<file path="src/rtl/cpu_ctrl_pkg.sv">
// Shared CPU control definitions: fetch FSM encoding and default datapath widths.
package cpu_ctrl_pkg;

  localparam int unsigned DefAddrW = 3;
  localparam int unsigned DefDataW = 8;

  typedef enum logic [1:0] {
    StIdle = 2'd0,
    StReq  = 2'd1,
    StHold = 2'd2
  } fetch_state_e;

endpackage

</file>
<file path="src/rtl/fetch_timeout_counter.sv">
// Counts request cycles that pass without a memory acknowledge.
module fetch_timeout_counter #(
  parameter int unsigned TIMEOUT = 15
) (
  input  logic clk,
  input  logic rst,
  input  logic clr,
  input  logic inc,
  output logic expired
);

  localparam int unsigned CntW = $clog2(TIMEOUT + 1);
  localparam logic [CntW-1:0] LastCnt = CntW'(TIMEOUT - 1);

  logic [CntW-1:0] cnt_q;

  // Expiry is flagged on the cycle whose increment would reach TIMEOUT.
  assign expired = inc && (cnt_q == LastCnt);

  // Clear has priority; the FSM leaves the request state once expired fires.
  always_ff @(posedge clk) begin
    if (rst || clr) begin
      cnt_q <= '0;
    end else if (inc && !expired) begin
      cnt_q <= cnt_q + CntW'(1);
    end
  end

endmodule

</file>
<file path="src/rtl/fetch_unit.sv">
// Instruction fetch unit: one outstanding read, holds the word until the decoder accepts it.
module fetch_unit
  import cpu_ctrl_pkg::*;
#(
  parameter int unsigned ADDR_W  = DefAddrW,
  parameter int unsigned DATA_W  = DefDataW,
  parameter int unsigned TIMEOUT = 15
) (
  input  logic              clk,
  input  logic              rst,
  input  logic              en,
  input  logic              flush,
  input  logic [ADDR_W-1:0] pc,
  output logic              pc_inc,
  output logic              mem_req,
  output logic [ADDR_W-1:0] mem_addr,
  input  logic              mem_ack,
  input  logic [DATA_W-1:0] mem_data,
  output logic [DATA_W-1:0] instr,
  output logic              instr_valid,
  input  logic              instr_ready,
  output logic              fetch_err
);

  fetch_state_e      state_q;
  logic              mem_req_q;
  logic [ADDR_W-1:0] mem_addr_q;
  logic [DATA_W-1:0] instr_q;
  logic              instr_valid_q;
  logic              fetch_err_q;

  logic tmo_clr;
  logic tmo_inc;
  logic tmo_expired;

  // Counter only runs while a request is outstanding and unacknowledged.
  assign tmo_clr = (state_q != StReq) || flush;
  assign tmo_inc = (state_q == StReq) && !mem_ack && !flush;

  fetch_timeout_counter #(
    .TIMEOUT (TIMEOUT)
  ) u_timeout (
    .clk     (clk),
    .rst     (rst),
    .clr     (tmo_clr),
    .inc     (tmo_inc),
    .expired (tmo_expired)
  );

  // pc_inc is decoded from the handshake itself so the PC advances on the same
  // edge that returns us to IDLE; the IDLE cycle then sees the new address.
  always_comb begin
    pc_inc = (state_q == StHold) && instr_ready && !flush && !rst;
  end

  // Fetch FSM with registered outputs; reset beats flush, which beats everything else.
  always_ff @(posedge clk) begin
    if (rst) begin
      state_q       <= StIdle;
      mem_req_q     <= 1'b0;
      mem_addr_q    <= '0;
      instr_q       <= '0;
      instr_valid_q <= 1'b0;
      fetch_err_q   <= 1'b0;
    end else begin
      fetch_err_q <= 1'b0;
      case (state_q)
        StIdle: begin
          if (en && !flush) begin
            mem_addr_q <= pc;
            mem_req_q  <= 1'b1;
            state_q    <= StReq;
          end
        end
        StReq: begin
          if (flush) begin
            mem_req_q <= 1'b0;
            state_q   <= StIdle;
          end else if (mem_ack) begin
            instr_q       <= mem_data;
            instr_valid_q <= 1'b1;
            mem_req_q     <= 1'b0;
            state_q       <= StHold;
          end else if (tmo_expired) begin
            // Give up without advancing the PC so the same address is retried.
            fetch_err_q <= 1'b1;
            mem_req_q   <= 1'b0;
            state_q     <= StIdle;
          end
        end
        StHold: begin
          if (flush || instr_ready) begin
            instr_valid_q <= 1'b0;
            state_q       <= StIdle;
          end
        end
        default: begin
          mem_req_q     <= 1'b0;
          instr_valid_q <= 1'b0;
          state_q       <= StIdle;
        end
      endcase
    end
  end

  assign mem_req     = mem_req_q;
  assign mem_addr    = mem_addr_q;
  assign instr       = instr_q;
  assign instr_valid = instr_valid_q;
  assign fetch_err   = fetch_err_q;

endmodule

</file>
<file path="config.mk">
export PLATFORM = sky130hd
export DESIGN_NAME = fetch_unit
export DESIGN_NICKNAME = d
export VERILOG_FILES = /design/src/rtl/cpu_ctrl_pkg.sv /design/src/rtl/fetch_timeout_counter.sv /design/src/rtl/fetch_unit.sv
export SDC_FILE = /design/constraint.sdc
export NUM_CORES = 1
export LEC_CHECK = 0
export BUFFER_PORTS_ARGS = -buffer_cell sky130_fd_sc_hd__buf_2
export CAP_MARGIN = 20
export CORE_UTILIZATION = 42
export CTS_BUF_LIST = sky130_fd_sc_hd__clkbuf_4 sky130_fd_sc_hd__clkbuf_8 sky130_fd_sc_hd__clkbuf_16
export DETAILED_ROUTE_END_ITERATION = 10
export GPL_ROUTABILITY_DRIVEN = 1
export PLACE_DENSITY_LB_ADDON = 0.12
export SLEW_MARGIN = 20
export SYNTH_ARGS = -nofsm -noshare
export SYNTH_HDL_FRONTEND = slang
export SYNTH_SLANG_ARGS = --single-unit
</file>
<file path="constraint.sdc">
create_clock -name clk -period 1.3 [get_ports clk]
set_input_delay 0.26 -clock clk [delete_from_list [all_inputs] [get_ports clk]]
set_output_delay 0.26 -clock clk [all_outputs]
set_load 0.05 [all_outputs]
</file>
==> out/qor.txt, run 1 <==
Residual DRC -> 0
Maximum VDD drop -> 0.000715 V
Sw Ratio -> 0.227
Critical-path maximum fanout -> 2
Filler cell count -> 169
Vias in the first global route -> 672
Setup Skew -> 5.24 ps
Area delta synth->final -> 41.7%
Diode count -> 0
Hold Path Depth -> 3
TritonCTS clock tree -> yes
Final Util -> 0.628
Final worst slack -> -139 ps
Total Nets Final -> 148
Syn Nets -> 104
Max Freq -> 0.695 GHz
Power per cell area -> 1060 mW/mm²
ANT nets after route -> 0
Sequential-to-total area share from yosys stat -> 0.465
Post-Synthesis Cells -> 85
Synth warn -> 0
Root Buffer -> clkbuf_4
Total CTS buffers -> 3
Class of the worst hold path -> primary input to flop
Clock Path Buffers -> 2
RSZ-0062 raised after global routing -> true
Commonest non-fill, non-tap cell in the layout -> buf_2
Drt pass-1 iters -> 3
Layout cells sized above 1 -> 0.469
Mapped Area -> 861 µm²
Via count -> 752
Reg2reg setup slack -> 0 ps
Worst path max stage delay -> 380 ps
Critical path cell sequence -> nand2_4 -> nor4_4 -> buf_6
CTS hold repair buffers -> 0
GP Congestion -> 0.737
All-Layer GR Usage -> 0.181
Worst R2R Path Depth -> 4
Die Y -> 47.3 µm
Dominant cell type by area after synthesis -> dfxtp_1
WHS Endpoint -> instr[5]
Worst setup path class -> flop to output port
Status -> finished, violations left
Die ar. -> 0.00223 mm²
Placed instance count -> 149
Clock group share of total power -> 0.385
Final Hold Fails -> 0
Vias/cell -> 4.85
FF-to-FF Start -> state_q[1]
First-pass GRT wire length -> 2750 µm
Final non-filler cell total -> 155
Failing checks -> setup timing
FF-to-FF End -> instr[4]
Area of the multi-input gates -> 457 µm²
Die W -> 47.3 µm
DP Wirelength -> 1310 µm
Startpoint Class -> flop
Initial antenna violation count -> 0
Tightest Pin Transition -> 349 ps
Internal Power -> 1000 µW
Critical Path RT -> 1040 ps
Max Slew Vio Count -> 0
Most frequent cells in the layout -> buf_2 (30), dfxtp_1 (17), nor2_1 (16), buf_4 (13), mux2i_1 (12)
Sink Count -> 20
Cell variety after synth -> 28
Drt wl/cell -> 11.4 µm
Largest net degree at the start of global routing -> 17
Critical Path Sink Type -> output port
Port Buffers -> 31
Largest cells by area after synthesis -> dfxtp_1 (47%), mux2i_1 (14%), nor2_1 (7.0%)
Arrival @ worst endpoint -> 1180 ps
Top Ports -> 32
Initial DRC Count -> 3
Critical path origin -> state_q[1]
Total power -> 1300 µW
Register share of total power -> 0.488
CP max-delay cell -> dfxtp_4
Core Box Area -> 0.00194 mm²
Leak Pwr -> 0.000534 µW
Initial Util -> 0.443
GRT overflow -> 0
Register area -> 407 µm²
Synthesized area per cell -> 10.1 µm²
Comb power frac -> 0.128
Final setup violation count -> 3
Final min period -> 1440 ps
H-Tree Depth -> 1
Slew Limit Headroom -> 0.766
Clock transition at path regs -> 110 ps
Worst skew pair latency -> 300 ps
Yosys reg bits -> 20
Psw -> 295 µW
Final WL -> 1760 µm
Post-synth top area share -> 0.465
MaxCap Viol Count -> 0
Crit share post-route -> 1.11
Std cell rows -> 16
Worst Hold Launch -> mem_data[5]
cell usage after synthesis:
| cell | n |
|---|---|
| a211oi_1 | 2 |
| a21oi_1 | 2 |
| a221oi_1 | 1 |
| a31oi_1 | 1 |
| and2b_2 | 1 |
| and3_1 | 1 |
| and3b_1 | 1 |
| and4bb_2 | 1 |
| buf_1 | 1 |
| buf_6 | 3 |
| clkbuf_1 | 1 |
| dfxtp_1 | 20 |
| ha_1 | 2 |
| inv_1 | 3 |
| mux2i_1 | 12 |
| nand2_1 | 2 |
| nand3b_1 | 1 |
| nand4b_1 | 2 |
| nor2_1 | 16 |
| nor2b_1 | 1 |
| nor3_1 | 3 |
| nor4_1 | 2 |
| nor4b_1 | 1 |
| nor4b_4 | 1 |
| o21ai_0 | 1 |
| o31ai_1 | 1 |
| or3_1 | 1 |
| xnor2_1 | 1 |
how the worst max path moves through the flow:
stage | end | slack (ps) | cells past startpoint
2_1_floorplan | pc_inc | -20 | 2
5_1_grt | pc_inc | -210 | 3
6_report | pc_inc | -140 | 3
3_3_place_gp | instr[0] | -1 | 4
4_1_cts | pc_inc | -150 | 3
3_5_place_dp | instr[4] | -30 | 4
sequential cells by signal (all words and copies together) (netlist names):
signal and cells:
mem_addr 3, u_timeout.cnt_q 4, state_q 2, instr_valid 1, instr 8, mem_req 1
fetch_err 1
layer usage:
layer / global-route usage / part of all wire / vias to the layer above
met1: 0.221 / 0.46 / 344
met5: 0 / 0 / -
met3: 0.0462 / 0.042 / 5
li1: - / - / 383
met4: 0.103 / 0.023 / 0
met2: 0.288 / 0.48 / 20
per-stage QoR:
step / hold WS, ps / setup TNS (ps) / setup WS [ps] / area, µm²
after global placement: 465 / -2.00 / -1.00 / 1110
after CTS: 181 / -397 / -146 / 1200
after floorplan: 336 / -24.0 / -24.0 / 882
after global routing: 194 / -850 / -206 / 1220
final: 185 / -146 / -139 / 1220
after detailed placement: 479 / -113 / -27.5 / 1110
worst max-delay path: cells and delay by family (launching register included):
family        cells  cell delay [ps]
simple gates      2              300
buf+inv           1              190
flops             1              380
layout make-up:
cell class                 count  area share
inverter                       3     0.00923
multi-input combinational     57       0.374
clock buffer                   3      0.0185
timing repair buffer          44       0.212
sequential                    20       0.333
clock inverter                 1      0.0246
tap                           27      0.0277
power groups by stage:
| stage | combinational (µW) | clock, µW | sequential [µW] |
|---|---|---|---|
| finish | 166 | 499 | 634 |
| global route | 179 | 536 | 636 |
| CTS | 164 | 510 | 633 |
| detailed placement | 160 | 0 | 649 |
| global placement | 158 | 0 | 648 |
| floorplan | 60.4 | 0 | 687 |
logic make-up after synthesis:
| family | synth area share |
|---|---|
| and+or+nand+nor | 0.234 |
| AOI/OAI and AO/OA | 0.0610 |
| buffers and inverters | 0.0610 |
| muxes | 0.140 |
| DFF | 0.465 |
| adders and majority gates | 0.0291 |
| xor gates and xnor gates | 0.0102 |
repair_timing:
item,4_1_cts,5_1_grt
gates resized for setup,9,3
buffers inserted,1,1
endpoints found under the setup margin,3,17
pin swaps,3,5
(Power assumes the default switching activity.)
==> run 2: changes to the inputs <==
--- a/config.mk
+++ b/config.mk
@@ -5,7 +5,7 @@
 export SDC_FILE = /design/constraint.sdc
 export NUM_CORES = 1
 export LEC_CHECK = 0
-export BUFFER_PORTS_ARGS = -buffer_cell sky130_fd_sc_hd__buf_2
+export BUFFER_PORTS_ARGS = -buffer_cell sky130_fd_sc_hd__clkbuf_2
 export CAP_MARGIN = 20
 export CORE_UTILIZATION = 42
 export CTS_BUF_LIST = sky130_fd_sc_hd__clkbuf_4 sky130_fd_sc_hd__clkbuf_8 sky130_fd_sc_hd__clkbuf_16
==> run 2 against run 1 <==
  * Global-route usage fell by 0.65 points
  * Register-to-register slack got worse by 30 ps
  * Power increased by 0.97%
  * Utilization shrank 0.39 points
  * The run still ends with setup timing left
  * Wire length rose by 3.1%
  * Largest power group unchanged
  * Clock skew is 5.8 ps higher
  * Cell area decreased by 0.62%
  * Sequential share of layout area up 0.41 points
  * Flip-flop and latch count stayed put
  * Highest routed layer unchanged
==> out/qor.txt, run 2 (synthesized netlist as in run 1, its figures left out) <==
Status -> finished, violations left (unchanged)
Failing checks -> setup timing (unchanged)
Via count -> 743 (was 752)
First-pass GRT wire length -> 2670 µm (was 2750 µm)
Area of the multi-input gates -> 440 µm² (was 457 µm²)
GRT overflow -> 0 (unchanged)
GP Congestion -> 0.744 (was 0.737)
Register share of total power -> 0.483 (was 0.488)
Slew Limit Headroom -> 0.758 (was 0.766)
Clock Path Buffers -> 2 (unchanged)
Most frequent cells in the layout -> clkbuf_2 (30), dfxtp_1 (17), nor2_1 (16), mux2i_1 (12), buf_4 (12) (was buf_2 (30), dfxtp_1 (17), nor2_1 (16), buf_4 (13), mux2i_1 (12))
Max Freq -> 0.700 GHz (was 0.695 GHz)
Clock transition at path regs -> 120 ps (was 110 ps)
Grt met3 use -> 0.0346 (was 0.0462)
Largest net degree at the start of global routing -> 13 (was 17)
Critical path origin -> state_q[0] (was state_q[1])
Leak Pwr -> 0.000519 µW (was 0.000534 µW)
Drt wl/cell -> 11.7 µm (was 11.4 µm)
Total CTS buffers -> 3 (unchanged)
Initial Util -> 0.443 (unchanged)
Die W -> 47.3 µm (unchanged)
Die Y -> 47.3 µm (unchanged)
Root Buffer -> clkbuf_4 (unchanged)
H-Tree Depth -> 1 (unchanged)
Worst skew pair latency -> 310 ps (was 300 ps)
Initial DRC Count -> 6 (was 3)
GRT met1 Usage -> 0.225 (was 0.221)
ANT nets after route -> 0 (unchanged)
Std cell rows -> 16 (unchanged)
Final worst slack -> -129 ps (was -139 ps)
Worst Hold Launch -> mem_data[1] (was mem_data[5])
Critical-path maximum fanout -> 2 (unchanged)
Sw Ratio -> 0.234 (was 0.227)
Residual DRC -> 0 (unchanged)
Register area -> 409 µm² (was 407 µm²)
Worst setup path class -> flop to output port (unchanged)
Critical Path Sink Type -> output port (unchanged)
Setup Skew -> 11.0 ps (was 5.24 ps)
TritonCTS clock tree -> yes (unchanged)
All-Layer GR Usage -> 0.174 (was 0.181)
Internal Power -> 1000 µW (about the same)
Die ar. -> 0.00223 mm² (unchanged)
Commonest non-fill, non-tap cell in the layout -> clkbuf_2 (was buf_2)
Arrival @ worst endpoint -> 1170 ps (was 1180 ps)
Class of the worst hold path -> primary input to flop (unchanged)
Total Nets Final -> 148 (unchanged)
Final min period -> 1430 ps (was 1440 ps)
WHS -> 175 ps (was 185 ps)
Top Ports -> 32 (unchanged)
Power per cell area -> 1080 mW/mm² (was 1060 mW/mm²)
Comb power frac -> 0.127 (was 0.128)
Port Buffers -> 31 (unchanged)
Filler cell count -> 173 (was 169)
Psw -> 307 µW (was 295 µW)
Layout cells sized above 1 -> 0.453 (was 0.469)
Vias in the first global route -> 654 (was 672)
Tightest Pin Transition -> 361 ps (was 349 ps)
Max reg flops -> 8 (unchanged)
Vias/cell -> 4.79 (was 4.85)
Max Slew Vio Count -> 0 (unchanged)
Pre-CTS WS -> -91.3 ps (was -27.5 ps)
FF-to-FF Start -> state_q[0] (was state_q[1])
Setup_tns -> -187 ps (was -146 ps)
Final Hold Fails -> 0 (unchanged)
Initial antenna violation count -> 0 (unchanged)
Critical Path RT -> 1040 ps (about the same)
Diode count -> 0 (unchanged)
Final Util -> 0.624 (was 0.628)
Final setup violation count -> 7 (was 3)
RSZ-0062 raised after global routing -> true (unchanged)
Maximum VDD drop -> 0.000588 V (was 0.000715 V)
Drt pass-1 iters -> 4 (was 3)
Startpoint Class -> flop (unchanged)
DP Wirelength -> 1310 µm (about the same)
Final WL -> 1820 µm (was 1760 µm)
Core Box Area -> 0.00194 mm² (unchanged)
MaxCap Viol Count -> 0 (unchanged)
Clock group share of total power -> 0.390 (was 0.385)
Global routing's busiest layer -> met2 (unchanged)
Crit share post-route -> 1.10 (was 1.11)
Area delta synth->final -> 40.8% (was 41.7%)
Met2 Use GR -> 0.263 (was 0.288)
CTS hold repair buffers -> 0 (unchanged)
Sink Count -> 20 (unchanged)
## run 2: critical path, stage by stage, from the launching register on
cell	delay, ps
dfxtp_4	380
nor4_4	260
clkbuf_8	220
## run 2: area by class of cell
| class | count | share of cell area |
|---|---|---|
| Clock buffer | 3 | 0.0186 |
| Clock inverter | 1 | 0.0248 |
| Multi-Input combinational cell | 57 | 0.363 |
| Tap cell | 27 | 0.0279 |
| Timing Repair Buffer | 44 | 0.219 |
| Inverter | 3 | 0.00929 |
| Sequential cell | 20 | 0.337 |
## run 2: layer usage
layer | share of wire | vias to the layer above | routed length [µm]
met1 | 0.47 | 332 | 862
met4 | 0.026 | 0 | 48
met5 | 0 | - | 0
li1 | - | 384 | -
met2 | 0.46 | 21 | 840
met3 | 0.036 | 6 | 65
## run 2: power by group through the flow
stage               sequential, µW  clock [µW]  combinational, µW
finish                         633         511                167
global route                   635         553                178
global placement               651           0                158
CTS                            632         514                166
floorplan                      687           0               60.4
detailed placement             651           0                160
## run 2: timing repair
item | CTS | global route
setup endpoints to repair | 9 | 19
pin swaps | 0 | 2
setup buffers | 1 | 0
gates resized for setup | 6 | 4
## run 2: through the flow
step / total power [µW] / area [µm²] / cells
after floorplan: 748 / 882 / 85
after global placement: 809 / 1120 / 150
after detailed placement: 811 / 1120 / 150
after CTS: 1310 / 1200 / 155
after global routing: 1370 / 1210 / 155
final: 1310 / 1210 / 155
## run 2: worst paths after layout
check	slack (ps)	cells after the start	end
worst min register to register	470	2	instr_valid
worst max-delay path	-130	2	pc_inc
worst min-delay path	170	3	instr[1]
worst max register to register	-30	4	instr[0]
